==> config.mk <==
export PLATFORM = sky130hd
export DESIGN_NAME = fpu_dp_issue_ctrl
export DESIGN_NICKNAME = d
export VERILOG_FILES = /design/src/rtl/fpu_dp_pkg.sv /design/src/rtl/fpu_dp_issue_ctrl.sv
export SDC_FILE = /design/constraint.sdc
export NUM_CORES = 1
export LEC_CHECK = 0
export CORE_AREA = 2 2 159 161
export CTS_CLUSTER_DIAMETER = 40
export DETAILED_ROUTE_END_ITERATION = 12
export DIE_AREA = 0 0 161 163
export HOLD_SLACK_MARGIN = 0.1
export PLACE_DENSITY = 0.72
export SLEW_MARGIN = 30
export SYNTH_ARGS = -nofsm -noshare
export SYNTH_HDL_FRONTEND = slang
export SYNTH_SLANG_ARGS = --single-unit
==> constraint.sdc <==
create_clock -name clk -period 2.4 [get_ports clk]
set_clock_uncertainty 0.1 [all_clocks]
set_input_delay 0.24 -clock clk [delete_from_list [all_inputs] [get_ports clk]]
set_output_delay 0.24 -clock clk [all_outputs]
set_load 0.01 [all_outputs]
==> src/rtl/fpu_dp_pkg.sv <==
// Shared types and constants for the fpu_dp issue path.
// Opcodes, sequencer states, double-precision width and quiet NaN.
package fpu_dp_pkg;

   localparam int DP_W = 64;

   localparam logic [DP_W-1:0] DP_QNAN = 64'h7FF8_0000_0000_0000;

   typedef enum logic [1:0] {
      ADD = 2'b00,
      SUB = 2'b01,
      MUL = 2'b10,
      DIV = 2'b11
   } fpu_op_e;

   typedef enum logic [1:0] {
      IDLE = 2'b00,
      WAIT = 2'b01,
      RESP = 2'b10
   } issue_state_e;

endpackage

==> src/rtl/fpu_dp_issue_ctrl.sv <==
// Request sequencer in front of fpu_dp: one request in flight, operands
// held stable while fpu_dp computes, tagged response with flags/timeout.
// Ports:
//   req_*      valid/ready request (a, b, op, tag)
//   fpu_*      operands/opcode to fpu_dp, result/ready/flags from it
//   rsp_*      valid/ready response (result, tag, ovf, unf, to)
//   sticky_*   accumulated flags, cleared by sticky_clr
//   busy       sequencer not idle
module fpu_dp_issue_ctrl
   import fpu_dp_pkg::*;
#(
   parameter int TAG_W    = 4,
   parameter int MIN_WAIT = 1,
   parameter int TIMEOUT  = 64
) (
   input  logic             clk,
   input  logic             rst_n,
   input  logic             req_valid,
   output logic             req_ready,
   input  logic [DP_W-1:0]  req_a,
   input  logic [DP_W-1:0]  req_b,
   input  logic [1:0]       req_op,
   input  logic [TAG_W-1:0] req_tag,
   output logic [DP_W-1:0]  fpu_a,
   output logic [DP_W-1:0]  fpu_b,
   output logic [1:0]       fpu_op,
   input  logic [DP_W-1:0]  fpu_result,
   input  logic             fpu_ready,
   input  logic             fpu_overflow,
   input  logic             fpu_underflow,
   output logic             rsp_valid,
   input  logic             rsp_ready,
   output logic [DP_W-1:0]  rsp_result,
   output logic [TAG_W-1:0] rsp_tag,
   output logic             rsp_ovf,
   output logic             rsp_unf,
   output logic             rsp_to,
   input  logic             sticky_clr,
   output logic             sticky_ovf,
   output logic             sticky_unf,
   output logic             sticky_to,
   output logic             busy
);

   localparam int CW = $clog2(TIMEOUT);
   localparam logic [CW-1:0] CMAX = CW'(TIMEOUT - 1);
   localparam logic [CW-1:0] CMIN = CW'(MIN_WAIT);

   issue_state_e state_q, state_d;

   logic [DP_W-1:0]  a_q, b_q;
   fpu_op_e          op_q;
   logic [TAG_W-1:0] tag_q;
   logic [CW-1:0]    cnt_q;

   logic accept, qual, tmo, rsp_hs;

   assign req_ready = (state_q == IDLE);
   assign rsp_valid = (state_q == RESP);
   assign busy      = (state_q != IDLE);

   assign fpu_a  = a_q;
   assign fpu_b  = b_q;
   assign fpu_op = op_q;

   assign accept = req_valid && req_ready;
   assign rsp_hs = rsp_valid && rsp_ready;

   // Ready seen in the first MIN_WAIT cycles may belong to the previous op.
   assign qual = (state_q == WAIT) && fpu_ready && (cnt_q >= CMIN);
   assign tmo  = (state_q == WAIT) && !qual && (cnt_q == CMAX);

   always_ff @(posedge clk or negedge rst_n) begin
      if (!rst_n) state_q <= IDLE;
      else        state_q <= state_d;
   end

   always_comb begin
      state_d = state_q;
      unique case (state_q)
         IDLE:    if (accept)       state_d = WAIT;
         WAIT:    if (qual || tmo)  state_d = RESP;
         RESP:    if (rsp_ready)    state_d = IDLE;
         default:                   state_d = IDLE;
      endcase
   end

   always_ff @(posedge clk or negedge rst_n) begin
      if (!rst_n) begin
         a_q        <= '0;
         b_q        <= '0;
         op_q       <= ADD;
         tag_q      <= '0;
         cnt_q      <= '0;
         rsp_result <= '0;
         rsp_tag    <= '0;
         rsp_ovf    <= 1'b0;
         rsp_unf    <= 1'b0;
         rsp_to     <= 1'b0;
      end else begin
         if (accept) begin
            a_q   <= req_a;
            b_q   <= req_b;
            op_q  <= fpu_op_e'(req_op);
            tag_q <= req_tag;
            cnt_q <= '0;
         end else if (state_q == WAIT && cnt_q != CMAX) begin
            cnt_q <= cnt_q + 1'b1;
         end
         if (qual) begin
            rsp_result <= fpu_result;
            rsp_tag    <= tag_q;
            rsp_ovf    <= fpu_overflow;
            rsp_unf    <= fpu_underflow;
            rsp_to     <= 1'b0;
         end else if (tmo) begin
            rsp_result <= DP_QNAN;
            rsp_tag    <= tag_q;
            rsp_ovf    <= 1'b0;
            rsp_unf    <= 1'b0;
            rsp_to     <= 1'b1;
         end
      end
   end

   // Clear and a new event in the same cycle: the event survives.
   always_ff @(posedge clk or negedge rst_n) begin
      if (!rst_n) begin
         sticky_ovf <= 1'b0;
         sticky_unf <= 1'b0;
         sticky_to  <= 1'b0;
      end else begin
         sticky_ovf <= (sticky_ovf && !sticky_clr) || (rsp_hs && rsp_ovf);
         sticky_unf <= (sticky_unf && !sticky_clr) || (rsp_hs && rsp_unf);
         sticky_to  <= (sticky_to  && !sticky_clr) || (rsp_hs && rsp_to);
      end
   end

endmodule

# After elaboration in Yosys (flattened, before gate mapping)
# Index checks and enable logic that the tools add are counted.
[classes]
eq_ne = 7
n_bitwise = 0
n_lt_le_gt_ge = 1
n_addsub = 1
shifts = 0
n_mul = 0
muxes = 15
n_reduce_logical = 24
div_mod_pow = 0
[op_table]
columns = ["op", "n"]
rows = [
  ["$mux W64", 2],
  ["$logic_and A1 B1 Y1", 13],
  ["$mux W6", 2],
  ["$mux W4", 2],
  ["$add A6 B1 Y6 const B", 1],
  ["$eq A6 B6 Y1 const B", 1],
  ["$ge A6 B1 Y1 const B", 1],
  ["$mux W2", 3],
  ["$ne A6 B6 Y1 const B", 1],
  ["$pmux W2 S3", 1],
  ["$reduce_bool A2 Y1", 3],
  ["$mux W1", 5],
  ["$logic_or A1 B1 Y1", 4],
  ["$ne A2 B1 Y1 const B", 2],
  ["$reduce_and A3 Y1", 1],
  ["$eq A2 B1 Y1 const B", 1],
  ["$eq A2 B2 Y1 const B", 1],
  ["$logic_not A1 Y1", 2],
  ["$logic_not A2 Y1", 1],
  ["$ne A2 B2 Y1 const B", 1],
]
[totals]
latchBits = 0
out_inout_bits = 207
reg_bits = 216
ramBits = 0
inputBits = 206
mem_count = 0
mem_bits_ro = 0

# Longest topological paths before layout
[depth]
depth_word = 9
ltp_mapped = 8
depth_no_buf = 5

# Least setup slack after synthesis
# No wires, ideal clock.
[synth_timing]
path_kind = "reg-to-reg"
startpoint = "register cnt_q[0]"
endpoint = "register rsp_result[51]"
period_less_slack_ns = 2.110
path_slack_ns = 0.290
stages_incl_launch_ff = 8
required_time_ns = 2.221
arrival_ns = 1.931
setup_time_ns = 0.079
path_cell_list = "dfrtp_1 -> ha_1 -> or4_1 -> buf_2 -> o211ai_2 -> buf_6 -> buf_6 -> mux2i_1"
[synth_between]
elab_chain_cells = 6
[synth_lines]
columns = ["element", "line_no", "rtl"]
rows = [
  ["start: declaration", "fpu_dp_issue_ctrl.sv:54", "logic [CW-1:0] cnt_q;"],
  ["start signal: assignment", "fpu_dp_issue_ctrl.sv:108", "cnt_q <= cnt_q + 1'b1;"],
  ["$ge A6 B1 Y1", "fpu_dp_issue_ctrl.sv:70", "assign qual = (state_q == WAIT) && fpu_ready && (cnt_q >= CMIN);"],
  ["$logic_and A1 B1 Y1", "fpu_dp_issue_ctrl.sv:70", ""],
  ["$logic_not A1 Y1", "fpu_dp_issue_ctrl.sv:71", "assign tmo = (state_q == WAIT) && !qual && (cnt_q == CMAX);"],
  ["$logic_and A1 B1 Y1 (2 in series)", "fpu_dp_issue_ctrl.sv:71", ""],
  ["$reduce_bool A2 Y1 (no source line)", "-", ""],
  ["end signal: assignment", "fpu_dp_issue_ctrl.sv:111", "rsp_result <= fpu_result;"],
  ["end: declaration", "fpu_dp_issue_ctrl.sv:33", "output logic [DP_W-1:0] rsp_result,"],
]
# Several ways; a longest one is shown, not always the timed one.
# A chain may end at the register's enable or synchronous reset.

# Final worst setup path
[layout_timing]
startpoint = "register state_q[1]"
endpoint = "output port req_ready"
[layout_between]
elab_chain_cells = 1
[layout_lines]
columns = ["element", "line_no", "rtl"]
rows = [
  ["start: declaration", "fpu_dp_issue_ctrl.sv:49", "issue_state_e state_q, state_d;"],
  ["start signal: assignment", "fpu_dp_issue_ctrl.sv:75", "else state_q <= state_d;"],
  ["$logic_not A2 Y1", "fpu_dp_issue_ctrl.sv:58", "assign req_ready = (state_q == IDLE);"],
  ["end: declaration", "fpu_dp_issue_ctrl.sv:19", "output logic req_ready,"],
]
# No other way between the ends.

==> results.py <==
metrics = {
    "pwr": {
        "p_int_uw": 14220,
        "irDropWorstVdd_mv": 0.8980,
        "p_sw_uw": 6193,
        "p_seq_share_pct": 31.6,
        "p_sw_share_pct": 30.33,
        "power_density_mw_per_mm2": 1387,
        "power.total_uw": 20420,
        "pwr-share-clk_pct": 26.2,
        "combinationalPowerShare_pct": 42.2,
        "leakage_uw": 0.006664,
    },
    "floorplan": {
        "die_h_um": 163,
        "rows": 58,
        "core-area_sq_mm": 0.02467,
        "die_area_sq_mm": 0.02624,
        "initial_core_util_pct": 35.84,
        "die_w_um": 161,
        "ioPinCount": 413,
    },
    "clock_network": {
        "post_cts_resized": 0,
        "clk_latency_ns": 0.48,
        "cts_tree": "built",
        "cts.sinks": 216,
        "cts.clk_slew.worst_paths_ns": 0.06,
        "cts_root_buf": "clkbuf_16",
        "htreeDepth": 2,
        "postCtsSetupRepairBufs": 0,
        "cts_buffers": 35,
        "clockBufferDepth": 3,
    },
    "global_routing": {
        "grt_use_met2_pct": 34.10,
        "grt_pass1_wl_um": 39880,
        "grtUsageMet1_pct": 21.75,
        "grt-busiest-layer": "met2",
        "met3_usage_pct": 7.563,
        "grt_usage_pct": 19.24,
        "overflow": 0,
        "first_global_vias": 7314,
        "grt_antenna_before_repair": 0,
        "grt_max_degree": 74,
    },
    "finish": {
        "area_growth_pct": 66.46,
        "layout_common_cells": "clkdlybuf4s50_1, dfrtp_1, mux2_2",
        "fin_nets": 1301,
        "fin_area_sq_mm": 0.01472,
        "antenna_cells": 0,
        "drive_gt1_share_pct": 19.61,
        "final_common_cell": "clkdlybuf4s50_1",
    },
    "synth": {
        "yosys_warnings": 0,
        "mappedNetlistArea_sq_mm": 0.008842,
        "netlist_instances": 664,
        "synthMuxAreaShare_pct": 24.88,
        "synth-simple-area-share_pct": 1.953,
        "synth_top_family_by_area": "multiplexers",
        "synth-edff-count": 0,
        "synth_sequential_area_ratio_pct": 61.13,
        "synth.net_count": 873,
        "synthAdderAreaFrac_pct": 0.4245,
        "synth-seq-cells": 216,
        "synth_cell_types": 37,
        "synth_compound_area_share_pct": 6.056,
        "syn_area_per_cell_sq_um": 13.32,
        "synth_xor_area_share_pct": 0,
        "ys.flop_type": "dfrtp_1",
        "synthArstFlopShare_pct": 100.0,
    },
    "timing": {
        "setup_viol": 0,
        "max_freq_mhz": 447.7,
        "grt_setup_unrepaired": "no",
        "maxSlewHeadroom_pct": 52.72,
        "period_needed_ns": 2.234,
        "hold_viol_final": 0,
        "setup_tns_ns": 0,
        "fin_hold_ws_ns": 0.1847,
        "tightest_slew_ns": 0.7092,
        "slew_violations": 0,
        "fin_crit_sh_pct": 93.07,
    },
    "place": {
        "dp_hpwl_um": 18540,
        "io_buffers": 412,
        "place_area_sq_mm": 0.01345,
        "gp_congestion": 0.7962,
    },
    "routing": {
        "drtIter0Drc": 344,
        "ant_nets": 0,
        "viasPerCell": 4.685,
        "first_pass_iters": 4,
        "routed_wire_length_per_instance_um": 17.78,
        "drc_errors": 0,
        "wirelength_um": 25730,
        "vias": 6779,
    },
    "worst_setup_path": {
        "max_stage_delay_ns": 0.55,
        "cp_slowest_cell": "clkdlybuf4s50_1",
        "cp-end-kind": "output pin",
        "crit_arrival_ns": 1.89,
        "critPathMaxFanout": 8,
        "required_ns": 2.06,
        "cp-start-kind": "flip-flop",
        "crit_chain": "or2_2, inv_1, clkdlybuf4s50_1",
        "worstSetupPathType": "reg -> out",
    },
    "flow_run": {
        "maxCapViolCount": 0,
    },
    "run_status": {
        "status": "complete, no violations",
    },
    "hold_path": {
        "min_path_type": "in -> reg",
    },
}
[stage by stage]
stage,setup slack [ns],cells,util [%]
after floorplan,0.2899,664,-
after global placement,0.3003,1384,54.50
after detailed placement,0.2447,1384,54.50
after CTS,0.1416,1447,59.66
after global routing,0.08275,1447,59.66
final,0.1662,1447,59.66
[layer usage]
| metal | routed length, um | vias up |
|---|---|---|
| met4 | 430 | 0 |
| li1 | - | 3128 |
| met2 | 13170 | 275 |
| met5 | 0 | - |
| met1 | 9647 | 3339 |
| met3 | 2485 | 37 |
[cell families after synthesis]
| logic type | count (synthesis) |
|---|---|
| AOI/OAI and AO/OA | 95 |
| adders and majority gates | 3 |
| buffers and inverters | 117 |
| DFF | 216 |
| muxes | 203 |
| and+or+nand+nor | 30 |
[critical path, delay by kind of cell, from the launching register on]
kind	cells	cell delay (ns)
buffers and inverters	2	0.63
DFF	1	0.44
and+or+nand+nor	1	0.34
[cells in the mapped netlist (2+ instances only)]
library cell | n | area, sq um
o21a_1 | 2 | 15.01
nor2b_1 | 2 | 12.51
nand2b_1 | 3 | 18.77
inv_1 | 75 | 281.5
mux2_2 | 134 | 1509
mux2i_1 | 69 | 690.7
and3b_1 | 2 | 17.52
o211ai_1 | 4 | 30.03
buf_2 | 9 | 45.04
nand3_1 | 5 | 25.02
nand2_1 | 8 | 30.03
buf_6 | 4 | 45.04
buf_1 | 6 | 22.52
o2111ai_1 | 4 | 35.03
ha_1 | 3 | 37.54
buf_4 | 3 | 22.52
a31oi_1 | 2 | 12.51
a21oi_1 | 13 | 65.06
dfrtp_1 | 216 | 5405
clkbuf_1 | 20 | 75.07
o21ai_0 | 64 | 320.3
[final cells by class]
cell class | count | area [sq um]
multi-input combinational | 331 | 2957
clock buffer | 41 | 970.9
inverter | 75 | 281.5
sequential | 216 | 5405
tap | 330 | 412.9
timing repair buffer | 433 | 4402
clock inverter | 21 | 290.3
fill | 1986 | 9955
[repair_timing]
action,in CTS,in global routing
endpoints found under the hold margin,69,0
hold buffers,1,0
setup endpoints to repair,0,0
[registers in the layout (all words and copies together), names as in the netlist]
register / flops
sticky_to: 1
state_q: 2
rsp_result: 64
rsp_to: 1
sticky_unf: 1
tag_q: 4
fpu_b: 64
fpu_op: 2
rsp_ovf: 1
rsp_unf: 1
fpu_a: 64
cnt_q: 6
sticky_ovf: 1
rsp_tag: 4
[final timing paths]
kind | end | slack, ns | from | cells after the start
setup / recovery | req_ready | 0.17 | state_q[1]$_DFFE_PN0P_ | 3
hold / removal | rsp_result[15]$_DFFE_PN0P_ | 0.18 | fpu_result[15] | 3
setup reg to reg | rsp_result[34]$_DFFE_PN0P_ | 0.25 | cnt_q[0]$_DFFE_PN0P_ | 5
hold reg to reg | fpu_b[10]$_DFFE_PN0P_ | 0.40 | fpu_b[10]$_DFFE_PN0P_ | 1
max in group asynchronous | fpu_a[24]$_DFFE_PN0P_ | 1.31 | rst_n | 3
min in group asynchronous | rsp_result[20]$_DFFE_PN0P_ | 0.23 | rst_n | 2
[power groups by stage]
stage               Clock (uW)  Combinational (uW)  Sequential, uW
floorplan                    0                3020            7230
global placement             0                8600            6420
detailed placement           0                8710            6490
CTS                       5460                8770            6460
global route              5630                9220            6690
finish                    5340                8620            6450
Power figures use the tool's default switching activity.
